**src/rtl/wls_pkg.sv**
```systemverilog
// Shared types and constants for the weight load sequencer.
package wls_pkg;

    typedef enum logic [2:0] {
        IDLE      = 3'd0,
        ARM       = 3'd1,
        STREAM    = 3'd2,
        GAP       = 3'd3,
        COMPUTE   = 3'd4,
        WAIT_DONE = 3'd5,
        DONE      = 3'd6,
        ERROR     = 3'd7
    } wls_state_t;

    localparam logic [1:0] ERR_NONE       = 2'd0;
    localparam logic [1:0] ERR_EARLY_LAST = 2'd1;
    localparam logic [1:0] ERR_NO_LAST    = 2'd2;
    localparam logic [1:0] ERR_TIMEOUT    = 2'd3;

endpackage

```
**src/rtl/wls_beat_framer.sv**
```systemverilog
// Beat counter and tlast checker for one target weight line.
// Counts accepted beats and flags a line that ends early or fails to end
// on its final beat. All flags are qualified by the current beat.
module wls_beat_framer
    import wls_pkg::*;
#(
    parameter int unsigned BEATS_PER_LINE = 18
) (
    input  logic clk,
    input  logic rst,
    input  logic clear,
    input  logic beat,
    input  logic last,
    output logic line_done,
    output logic err_early,
    output logic err_missing
);

    localparam int unsigned CW = (BEATS_PER_LINE > 1) ? $clog2(BEATS_PER_LINE) : 1;
    localparam logic [CW-1:0] FINAL_BEAT = CW'(BEATS_PER_LINE - 1);

    logic [CW-1:0] count;
    logic          at_final;

    assign at_final = (count == FINAL_BEAT);

    // Classify the current beat against its position in the line.
    always_comb begin
        line_done   = beat &&  last &&  at_final;
        err_early   = beat &&  last && !at_final;
        err_missing = beat && !last &&  at_final;
    end

    // Beat position within the line; wraps on any line-terminating beat.
    always_ff @(posedge clk or posedge rst) begin
        if (rst) begin
            count <= '0;
        end else if (clear) begin
            count <= '0;
        end else if (beat) begin
            if (last || at_final) begin
                count <= '0;
            end else begin
                count <= count + CW'(1);
            end
        end
    end

endmodule

```
**src/rtl/weight_load_sequencer.sv**
```systemverilog
// Autonomous run controller: loads one weight line per target core from a
// single AXI-Stream, then starts compute and waits for completion.
// Optional macro WLOAD_CHECKSUM_EN adds o_checksum, the XOR of all counted
// beats of the current run.
module weight_load_sequencer
    import wls_pkg::*;
#(
    parameter int unsigned AXIS_DATA_WIDTH = 64,
    parameter int unsigned NUM_TARGETS     = 5,
    parameter int unsigned BEATS_PER_LINE  = 18,
    parameter int unsigned TARGET_W        = 4,
    parameter int unsigned BASE_W          = 9,
    parameter int unsigned TIMEOUT_CYCLES  = 65535
) (
    input  logic                       clk,
    input  logic                       rst,
    input  logic                       i_run,
    input  logic                       i_clear,
    input  logic [BASE_W-1:0]          i_l1_weight_base,
    input  logic [BASE_W-1:0]          i_l2_weight_base,
    input  logic                       s_axis_w_tvalid,
    output logic                       s_axis_w_tready,
    input  logic [AXIS_DATA_WIDTH-1:0] s_axis_w_tdata,
    input  logic                       s_axis_w_tlast,
    output logic                       m_axis_w_tvalid,
    input  logic                       m_axis_w_tready,
    output logic [AXIS_DATA_WIDTH-1:0] m_axis_w_tdata,
    output logic                       m_axis_w_tlast,
`ifdef WLOAD_CHECKSUM_EN
    output logic [AXIS_DATA_WIDTH-1:0] o_checksum,
`endif
    output logic                       o_load_weights,
    output logic [TARGET_W-1:0]        o_target_layer,
    output logic                       o_start_compute,
    output logic [BASE_W-1:0]          o_l1_weight_base,
    output logic [BASE_W-1:0]          o_l2_weight_base,
    input  logic                       i_compute_done,
    output logic                       o_busy,
    output logic                       o_done,
    output logic                       o_error,
    output logic [1:0]                 o_err_code
);

    localparam int unsigned TW = $clog2(TIMEOUT_CYCLES + 1);
    localparam logic [TW-1:0]       WAIT_LIMIT  = TW'(TIMEOUT_CYCLES - 1);
    localparam logic [TARGET_W-1:0] LAST_TARGET = TARGET_W'(NUM_TARGETS - 1);

    wls_state_t    state;
    logic [TW-1:0] wait_count;
    logic          in_stream;
    logic          beat;
    logic          line_done;
    logic          err_early;
    logic          err_missing;

    // Combinational passthrough, gated so nothing moves outside STREAM.
    always_comb begin
        in_stream       = (state == STREAM);
        m_axis_w_tvalid = in_stream && s_axis_w_tvalid;
        s_axis_w_tready = in_stream && m_axis_w_tready;
        m_axis_w_tdata  = in_stream ? s_axis_w_tdata : '0;
        m_axis_w_tlast  = in_stream && s_axis_w_tlast;
        beat            = m_axis_w_tvalid && m_axis_w_tready;
    end

    wls_beat_framer #(
        .BEATS_PER_LINE(BEATS_PER_LINE)
    ) u_framer (
        .clk        (clk),
        .rst        (rst),
        .clear      (!in_stream),
        .beat       (beat),
        .last       (s_axis_w_tlast),
        .line_done  (line_done),
        .err_early  (err_early),
        .err_missing(err_missing)
    );

    // Run sequencing FSM; every status output is registered alongside the state.
    always_ff @(posedge clk or posedge rst) begin
        if (rst) begin
            state            <= IDLE;
            wait_count       <= '0;
            o_load_weights   <= 1'b0;
            o_target_layer   <= '0;
            o_start_compute  <= 1'b0;
            o_l1_weight_base <= '0;
            o_l2_weight_base <= '0;
            o_busy           <= 1'b0;
            o_done           <= 1'b0;
            o_error          <= 1'b0;
            o_err_code       <= ERR_NONE;
        end else begin
            o_load_weights <= 1'b0;
            o_done         <= 1'b0;
            case (state)
                IDLE: begin
                    if (i_run) begin
                        state            <= ARM;
                        o_target_layer   <= '0;
                        o_l1_weight_base <= i_l1_weight_base;
                        o_l2_weight_base <= i_l2_weight_base;
                        o_load_weights   <= 1'b1;
                        o_busy           <= 1'b1;
                    end
                end
                ARM: begin
                    state <= STREAM;
                end
                STREAM: begin
                    if (err_early) begin
                        state      <= ERROR;
                        o_error    <= 1'b1;
                        o_busy     <= 1'b0;
                        o_err_code <= ERR_EARLY_LAST;
                    end else if (err_missing) begin
                        state      <= ERROR;
                        o_error    <= 1'b1;
                        o_busy     <= 1'b0;
                        o_err_code <= ERR_NO_LAST;
                    end else if (line_done) begin
                        state <= GAP;
                    end
                end
                GAP: begin
                    if (o_target_layer < LAST_TARGET) begin
                        state          <= ARM;
                        o_target_layer <= o_target_layer + TARGET_W'(1);
                        o_load_weights <= 1'b1;
                    end else begin
                        state           <= COMPUTE;
                        o_start_compute <= 1'b1;
                        wait_count      <= '0;
                    end
                end
                COMPUTE: begin
                    state      <= WAIT_DONE;
                    wait_count <= '0;
                end
                WAIT_DONE: begin
                    // Done is checked first so it wins over a coincident timeout.
                    if (i_compute_done) begin
                        state           <= DONE;
                        o_start_compute <= 1'b0;
                        o_done          <= 1'b1;
                    end else if (wait_count == WAIT_LIMIT) begin
                        state           <= ERROR;
                        o_start_compute <= 1'b0;
                        o_error         <= 1'b1;
                        o_busy          <= 1'b0;
                        o_err_code      <= ERR_TIMEOUT;
                    end else begin
                        wait_count <= wait_count + TW'(1);
                    end
                end
                DONE: begin
                    state          <= IDLE;
                    o_busy         <= 1'b0;
                    o_target_layer <= '0;
                end
                ERROR: begin
                    if (i_clear) begin
                        state          <= IDLE;
                        o_error        <= 1'b0;
                        o_err_code     <= ERR_NONE;
                        o_target_layer <= '0;
                    end
                end
                default: begin
                    state <= IDLE;
                end
            endcase
        end
    end

`ifdef WLOAD_CHECKSUM_EN
    // Running XOR of counted beats, restarted when a run is accepted.
    always_ff @(posedge clk or posedge rst) begin
        if (rst) begin
            o_checksum <= '0;
        end else if (state == IDLE && i_run) begin
            o_checksum <= '0;
        end else if (beat) begin
            o_checksum <= o_checksum ^ s_axis_w_tdata;
        end
    end
`endif

endmodule

```
**config.mk**
```make
export PLATFORM = sky130hd
export DESIGN_NAME = weight_load_sequencer
export DESIGN_NICKNAME = d
export VERILOG_FILES = /design/src/rtl/wls_pkg.sv /design/src/rtl/wls_beat_framer.sv /design/src/rtl/weight_load_sequencer.sv
export SDC_FILE = /design/constraint.sdc
export NUM_CORES = 1
export LEC_CHECK = 0
export ABC_AREA = 1
export CAP_MARGIN = 20
export CORE_ASPECT_RATIO = 1.5
export CORE_UTILIZATION = 60
export CTS_CLUSTER_SIZE = 25
export DETAILED_ROUTE_END_ITERATION = 8
export DONT_BUFFER_PORTS = 1
export PLACE_DENSITY = 0.81
export SYNTH_ARGS = -nofsm -noshare
export SYNTH_HDL_FRONTEND = slang
export SYNTH_SLANG_ARGS = --single-unit
```
**constraint.sdc**
```tcl
create_clock -name clk -period 2.01 [get_ports clk]
set_clock_uncertainty 0.1 [all_clocks]
set_input_delay 0.402 -clock clk [delete_from_list [all_inputs] [get_ports clk]]
set_output_delay 0.402 -clock clk [all_outputs]
set_load 0.02 [all_outputs]
```
==> impl_metrics.env, run 1 <==
export IMPL_outcome="complete, but fails checks"
export IMPL_violations="setup timing"
export IMPL_avgViaCountPerCell=5.567
export IMPL_yosysWarnings=0
export IMPL_wirelength_um=10960
export IMPL_cp_slowest_cell="dfrtp_2"
export IMPL_grt_pass1_wl_um=15640
export IMPL_final_cell_area_um2=4392
export IMPL_seq_power_share_pct=34.0
export IMPL_synth_top_cell_area_share_pct=39.33
export IMPL_drv_cap=0
export IMPL_drt_wirelength_per_cell_um=17.65
export IMPL_final_cells=621
export IMPL_cts_buffers=5
export IMPL_core_area_um2=5450
export IMPL_clkPwrFrac_pct=11.7
export IMPL_drc=0
export IMPL_die_w_um=63.21
export IMPL_hold_violations=0
export IMPL_switching_share_pct=48.54
export IMPL_fmax_mhz=484.9
export IMPL_clockBufferDepth=2
export IMPL_diodes=0
export IMPL_setup_viol_count_final=32
export IMPL_final_util_pct=80.58
export IMPL_antenna_left=0
export IMPL_rsz0062_at_grt="true"
export IMPL_netlist_area_um2=3372
export IMPL_place_area_um2=3993
export IMPL_dp_worst_setup_slack_ns=0.05791
export IMPL_path_class="flop to output port"
export IMPL_yosysTopAreaCell="dfrtp_1"
export IMPL_grt_pass1_vias=3265
export IMPL_fin_ws_ns=-0.05218
export IMPL_portBuffers=0
export IMPL_gp_congestion=0.9884
export IMPL_min_delay_path_class="input port to flop"
export IMPL_grt_usage_pct=34.87
export IMPL_p_int_uw=2911
export IMPL_powerDensity_nw_per_um2=1288
export IMPL_fin_nets=645
export IMPL_firstDrtPassIters=6
export IMPL_start_kind="flop"
export IMPL_ir_drop_uv=1039
export IMPL_crit_chain="nor2_4 -> nand2_8 -> clkbuf_16 -> nor2_1 -> buf_4"
export IMPL_relSlewSlack_pct=66.30
export IMPL_cts_sinks=53
export IMPL_place_hpwl_um=7765
export IMPL_initial_utilization_pct=61.87
export IMPL_p_sw_uw=2746
export IMPL_ys_async_sr_fraction_pct=100.0
export IMPL_synthCells=466
export IMPL_synth_cell_types=33
export IMPL_path_clk_slew_ns=0.10
export IMPL_synthTopCellsByArea="dfrtp_1 (39%), nor2_1 (12%), inv_1 (11%), nand2_1 (9.0%), mux2_2 (6.0%)"
export IMPL_fin_crit_ns=2.062
export IMPL_r2r_slack_ns=0.05
export IMPL_grt_ovfl_total=0
export IMPL_fp_row_count=33
export IMPL_ys_seq_elements=53
export IMPL_insertion_delay_ns=0.32
export IMPL_dp_cells=599
export IMPL_drive_above_1_share_pct=30.67
export IMPL_avgSynthCellArea_um2=7.236
export IMPL_synth_edf_count=0
export IMPL_slew_violations=0
export IMPL_syn_to_final_growth_pct=30.24
export IMPL_critical_path_max_fanout=16
export IMPL_n_fill_cell=347
export IMPL_die_h_um=93.82
export IMPL_ys_seq_area_share_pct=39.33
export IMPL_first_iter_violations=403
export IMPL_cts_tree="yes"
export IMPL_worst_ep_required_time_ns=1.51
export IMPL_crit_arrival_ns=1.56
export IMPL_h_tree_depth=2
export IMPL_worstMarginPinSlew_ns=0.5048
export IMPL_p_comb_share_pct=54.3
export IMPL_fin_crit_sh_pct=102.6
export IMPL_crit_path_max_incr_delay_ns=0.45
export IMPL_syn_nets=561
export IMPL_die_area_um2=5930
export IMPL_synthFlopType="dfrtp_1"
export IMPL_grt_max_degree=34
export IMPL_antenna_found_initial=0
export IMPL_cts_root_buf="clkbuf_8"
export IMPL_p_leak_uw=0.002404
export IMPL_ios=186
export IMPL_vias=3457
export IMPL_worstSetupEndpointType="output port"
export IMPL_fin_tns_setup_ns=-0.4717
[worst paths after layout]
path	start	endpoint	cells after the start
min in group asynchronous	rst	o_l2_weight_base[7]	2
min	i_l2_weight_base[5]	o_l2_weight_base[5]	1
max in group asynchronous	rst	o_busy	3
max reg2reg	state[0]	o_err_code[1]	9
min reg2reg	u_framer.count[3]	u_framer.count[3]	2
max	state[0]	m_axis_w_tdata[63]	5
[through the flow]
stage | hold WS [ns] | power, uW
after floorplan | 0.3918 | 3575
after global placement | 0.2216 | 4305
after detailed placement | 0.2372 | 4428
after CTS | 0.1221 | 5264
after global routing | 0.1072 | 5924
final | 0.1213 | 5657
[flip-flops by register name (all words and copies together) (netlist names)]
register,cells
o_done,1
o_busy,1
o_target_layer,4
u_framer.count,5
o_load_weights,1
o_error,1
o_l2_weight_base,9
wait_count,16
state,3
o_err_code,2
o_l1_weight_base,9
o_start_compute,1
[routing by layer]
layer  vias to the layer above  wire length, um  global-route usage, %
li1                       1573                -                      -
met1                      1625             3581                  35.94
met2                       216             5936                  65.68
met3                        43             1039                  9.345
met4                         0              405                  13.83
met5                         -                0                      0
[cell families (layout without fill, tap and decap cells)]
group / Yosys count / in the layout / synth area share [%]
flip-flops: 53 / 53 / 39.33
buffers and inverters: 111 / 196 / 13.02
AO/OA/AOI/OAI: 35 / 35 / 6.197
XOR/XNOR: 13 / 13 / 3.377
AND/OR/NAND/NOR: 231 / 231 / 30.20
multiplexers: 18 / 18 / 6.011
adder cells (fa/ha/maj): 5 / 5 / 1.855
[cell usage in the layout (no fill, tap or decap), types with 12 or more instances in the layout]
cell,count
nand3_1,16
buf_4,74
mux2_2,18
inv_1,95
dfrtp_1,51
nor2_2,28
nand2_1,81
nor2_1,77
o21ai_0,18
xor2_1,12
[worst max-delay path: cells and delay by family (launching register included)]
family / cells / cell delay [ns]
simple gates: 3 / 0.43
flops: 1 / 0.45
buf+inv: 2 / 0.36
[cell usage after synthesis, types with 2 or more instances]
library cell and number:
nor2_1 104, inv_1 99, nand2_1 81, dfrtp_1 53, o21ai_0 19, mux2_2 18, nand3_1 16, xor2_1 12
buf_2 6, nand4_1 6, ha_1 5, nor3_1 5, o21ai_1 5, clkbuf_1 4, or2_2 4, a21oi_1 3
nand3_2 3, nor2_4 3, a31o_2 2, buf_6 2, nand2_4 2, nor2_2 2, o211ai_1 2
[final cells by class]
type | instances | area (um^2) | area share, %
multi-input cells | 302 | 1697 | 38.63
flip-flops and latches | 53 | 1329 | 30.26
repair buffers | 89 | 809.5 | 18.43
inverters | 99 | 374.1 | 8.519
well taps | 70 | 87.58 | 1.994
clock buffers | 5 | 68.82 | 1.567
clock inverters | 3 | 26.28 | 0.5983
[power by group through the flow]
| stage | Combinational [uW] | Clock (uW) | Sequential [uW] |
|---|---|---|---|
| 6_report | 3070 | 662 | 1930 |
| 5_1_grt | 3270 | 703 | 1950 |
| 4_1_cts | 2680 | 662 | 1920 |
| 3_5_place_dp | 2470 | 0 | 1960 |
| 3_3_place_gp | 2370 | 0 | 1940 |
| 2_1_floorplan | 1690 | 0 | 1880 |
[what timing repair did]
item	4_1_cts	5_1_grt
gates cloned	1	2
hold endpoints to repair	21	0
pin swaps	3	5
buffers inserted	5	5
hold buffers	1	0
gates resized for setup	9	38
setup endpoints to repair	66	82
(Power assumes the default switching activity.)
==> run 2, diff against run 1 <==
TNS_END_PERCENT = 30   (was not set)
==> run 2 against run 1 <==
Compared with the run above: the flow still finishes with violations (setup timing); sequential share of layout area grew 0.14 points; die area is the same; critical path depth is the same; clock-buffer cell count is the same; first-iteration DRC count shrank 8.2%; critical endpoint unchanged.
==> impl_metrics.env, run 2 (synthesis gave the netlist of run 1 again) <==
export IMPL_h_tree_depth=2
export IMPL_rr_startpoint="state[0]"
export IMPL_grt_usage_pct=34.87
export IMPL_crit_path_max_incr_delay_ns=0.45
export IMPL_largest_register="wait_count"
export IMPL_critical_path_max_fanout=16
export IMPL_outcome="complete, but fails checks"
export IMPL_power_total_uw=5583
export IMPL_crit_arrival_ns=1.56
export IMPL_cts_tree="yes"
export IMPL_final_common_cell="inv_1"
export IMPL_p_int_uw=2858
export IMPL_path_delay_family="flip-flops"
export IMPL_powerDensity_nw_per_um2=1276
export IMPL_ios=186
export IMPL_slew_violations=0
export IMPL_die_w_um=63.21
export IMPL_min_delay_path_class="input port to flop"
export IMPL_p_comb_share_pct=53.7
export IMPL_worstSetupEndpointType="output port"
export IMPL_drt_wirelength_per_cell_um=17.49
export IMPL_place_hpwl_um=7765
export IMPL_cts_buffers=5
export IMPL_hold_violations=0
export IMPL_largest_register_ffs=16
export IMPL_final_cell_area_um2=4375
export IMPL_fin_crit_sh_pct=102.7
export IMPL_diodes=0
export IMPL_cts_sinks=53
export IMPL_portBuffers=0
export IMPL_final_util_pct=80.28
export IMPL_fin_nets=644
export IMPL_antenna_left=0
export IMPL_setup_viol_count_final=32
export IMPL_die_area_um2=5930
export IMPL_die_h_um=93.82
export IMPL_r2r_end="o_err_code[1]"
export IMPL_fp_row_count=33
export IMPL_min_delay_start="i_l2_weight_base[5]"
export IMPL_rr_worst_depth=9
export IMPL_r2r_slack_ns=0.04
export IMPL_cts_root_buf="clkbuf_8"
export IMPL_switching_share_pct=48.81
export IMPL_worstMarginPinSlew_ns=0.5024
export IMPL_final_cells=620
export IMPL_syn_to_final_growth_pct=29.76
export IMPL_wirelength_um=10840
export IMPL_dp_cells=599
export IMPL_rsz0062_at_grt="true"
export IMPL_antenna_found_initial=0
export IMPL_reg_top3="wait_count: 16 flops, o_l1_weight_base: 9 flops, o_l2_weight_base: 9 flops"
export IMPL_core_area_um2=5450
export IMPL_fin_ws_ns=-0.05439
export IMPL_gp_congestion=0.9884
export IMPL_seq_power_share_pct=34.5
export IMPL_violations="setup timing"
export IMPL_vias=3476
export IMPL_place_area_um2=3993
export IMPL_grt_pass1_wl_um=15640
export IMPL_worst_ep_required_time_ns=1.51
export IMPL_crit_chain="nor2_4 -> nand2_8 -> clkbuf_16 -> nor2_1 -> buf_4"
export IMPL_min_to="o_l2_weight_base[5]"
export IMPL_avgViaCountPerCell=5.606
export IMPL_clkPwrFrac_pct=11.9
export IMPL_grt_pass1_vias=3263
export IMPL_path_clk_slew_ns=0.11
export IMPL_fin_tns_setup_ns=-0.6025
export IMPL_initial_utilization_pct=61.87
export IMPL_drc=0
export IMPL_grt_max_degree=34
export IMPL_relSlewSlack_pct=66.46
export IMPL_p_sw_uw=2725
export IMPL_first_iter_violations=370
export IMPL_start_kind="flop"
export IMPL_fin_crit_ns=2.064
export IMPL_fmax_mhz=484.4
export IMPL_hold_depth=1
export IMPL_firstDrtPassIters=6
export IMPL_cp_slowest_cell="dfrtp_2"
export IMPL_insertion_delay_ns=0.32
export IMPL_mostFrequentLayoutCells="inv_1 (95), nand2_1 (81), nor2_1 (76)"
export IMPL_p_leak_uw=0.002392
export IMPL_path_class="flop to output port"
export IMPL_drive_above_1_share_pct=30.91
export IMPL_ir_drop_uv=1042
export IMPL_grt_ovfl_total=0
export IMPL_drv_cap=0
export IMPL_worst_path_buf_inv=2
export IMPL_n_fill_cell=356
export IMPL_clockBufferDepth=2
==> run 2: final cells by class <==
| cell class | instances | area, um^2 | share of cell area, % |
|---|---|---|---|
| Clock buffer | 5 | 68.82 | 1.573 |
| Timing Repair Buffer | 88 | 789.5 | 18.04 |
| Inverter | 99 | 374.1 | 8.550 |
| Multi-Input combinational cell | 302 | 1699 | 38.83 |
| Tap cell | 70 | 87.58 | 2.002 |
| Sequential cell | 53 | 1330 | 30.40 |
| Clock inverter | 3 | 26.28 | 0.6005 |
==> run 2: metal layers <==
metal / vias to the layer above / share of wire, % / track usage (%)
met2: 218 / 54 / 65.68
met4: 0 / 3.9 / 13.83
li1: 1565 / - / -
met1: 1644 / 32 / 35.94
met5: - / 0 / 0
met3: 49 / 10 / 9.345
==> run 2: power by group through the flow <==
| stage | clock (uW) | sequential [uW] | combinational, uW |
|---|---|---|---|
| 3_5_place_dp | 0 | 1960 | 2470 |
| 3_3_place_gp | 0 | 1940 | 2370 |
| 2_1_floorplan | 0 | 1880 | 1690 |
| 5_1_grt | 699 | 1950 | 3210 |
| 6_report | 662 | 1920 | 3000 |
| 4_1_cts | 662 | 1920 | 2680 |
==> run 2: metrics by stage <==
step	setup WS (ns)	hold WS (ns)
after floorplan	0.1101	0.3918
after global placement	0.2079	0.2216
after detailed placement	0.05791	0.2372
after CTS	-0.05986	0.1221
after global routing	-0.07610	0.1116
final	-0.05439	0.1206
==> run 2: worst max-delay path by stage <==
stage / start / endpoint / cells after the start
after CTS: state[1] / m_axis_w_tdata[15] / 6
after detailed placement: state[1] / m_axis_w_tdata[10] / 6
after floorplan: state[1] / m_axis_w_tdata[33] / 6
after global placement: state[1] / m_axis_w_tdata[14] / 6
after global routing: state[1] / m_axis_w_tdata[38] / 6
final: state[0] / m_axis_w_tdata[63] / 5
==> run 2: repair_timing <==
item / in CTS / in global routing
gates resized for setup: 9 / 40
pin swaps: 3 / 4
setup endpoints to repair: 66 / 82
endpoints found under the hold margin: 21 / 0
hold buffers: 1 / 0
setup buffers: 5 / 4
gates cloned: 1 / 2
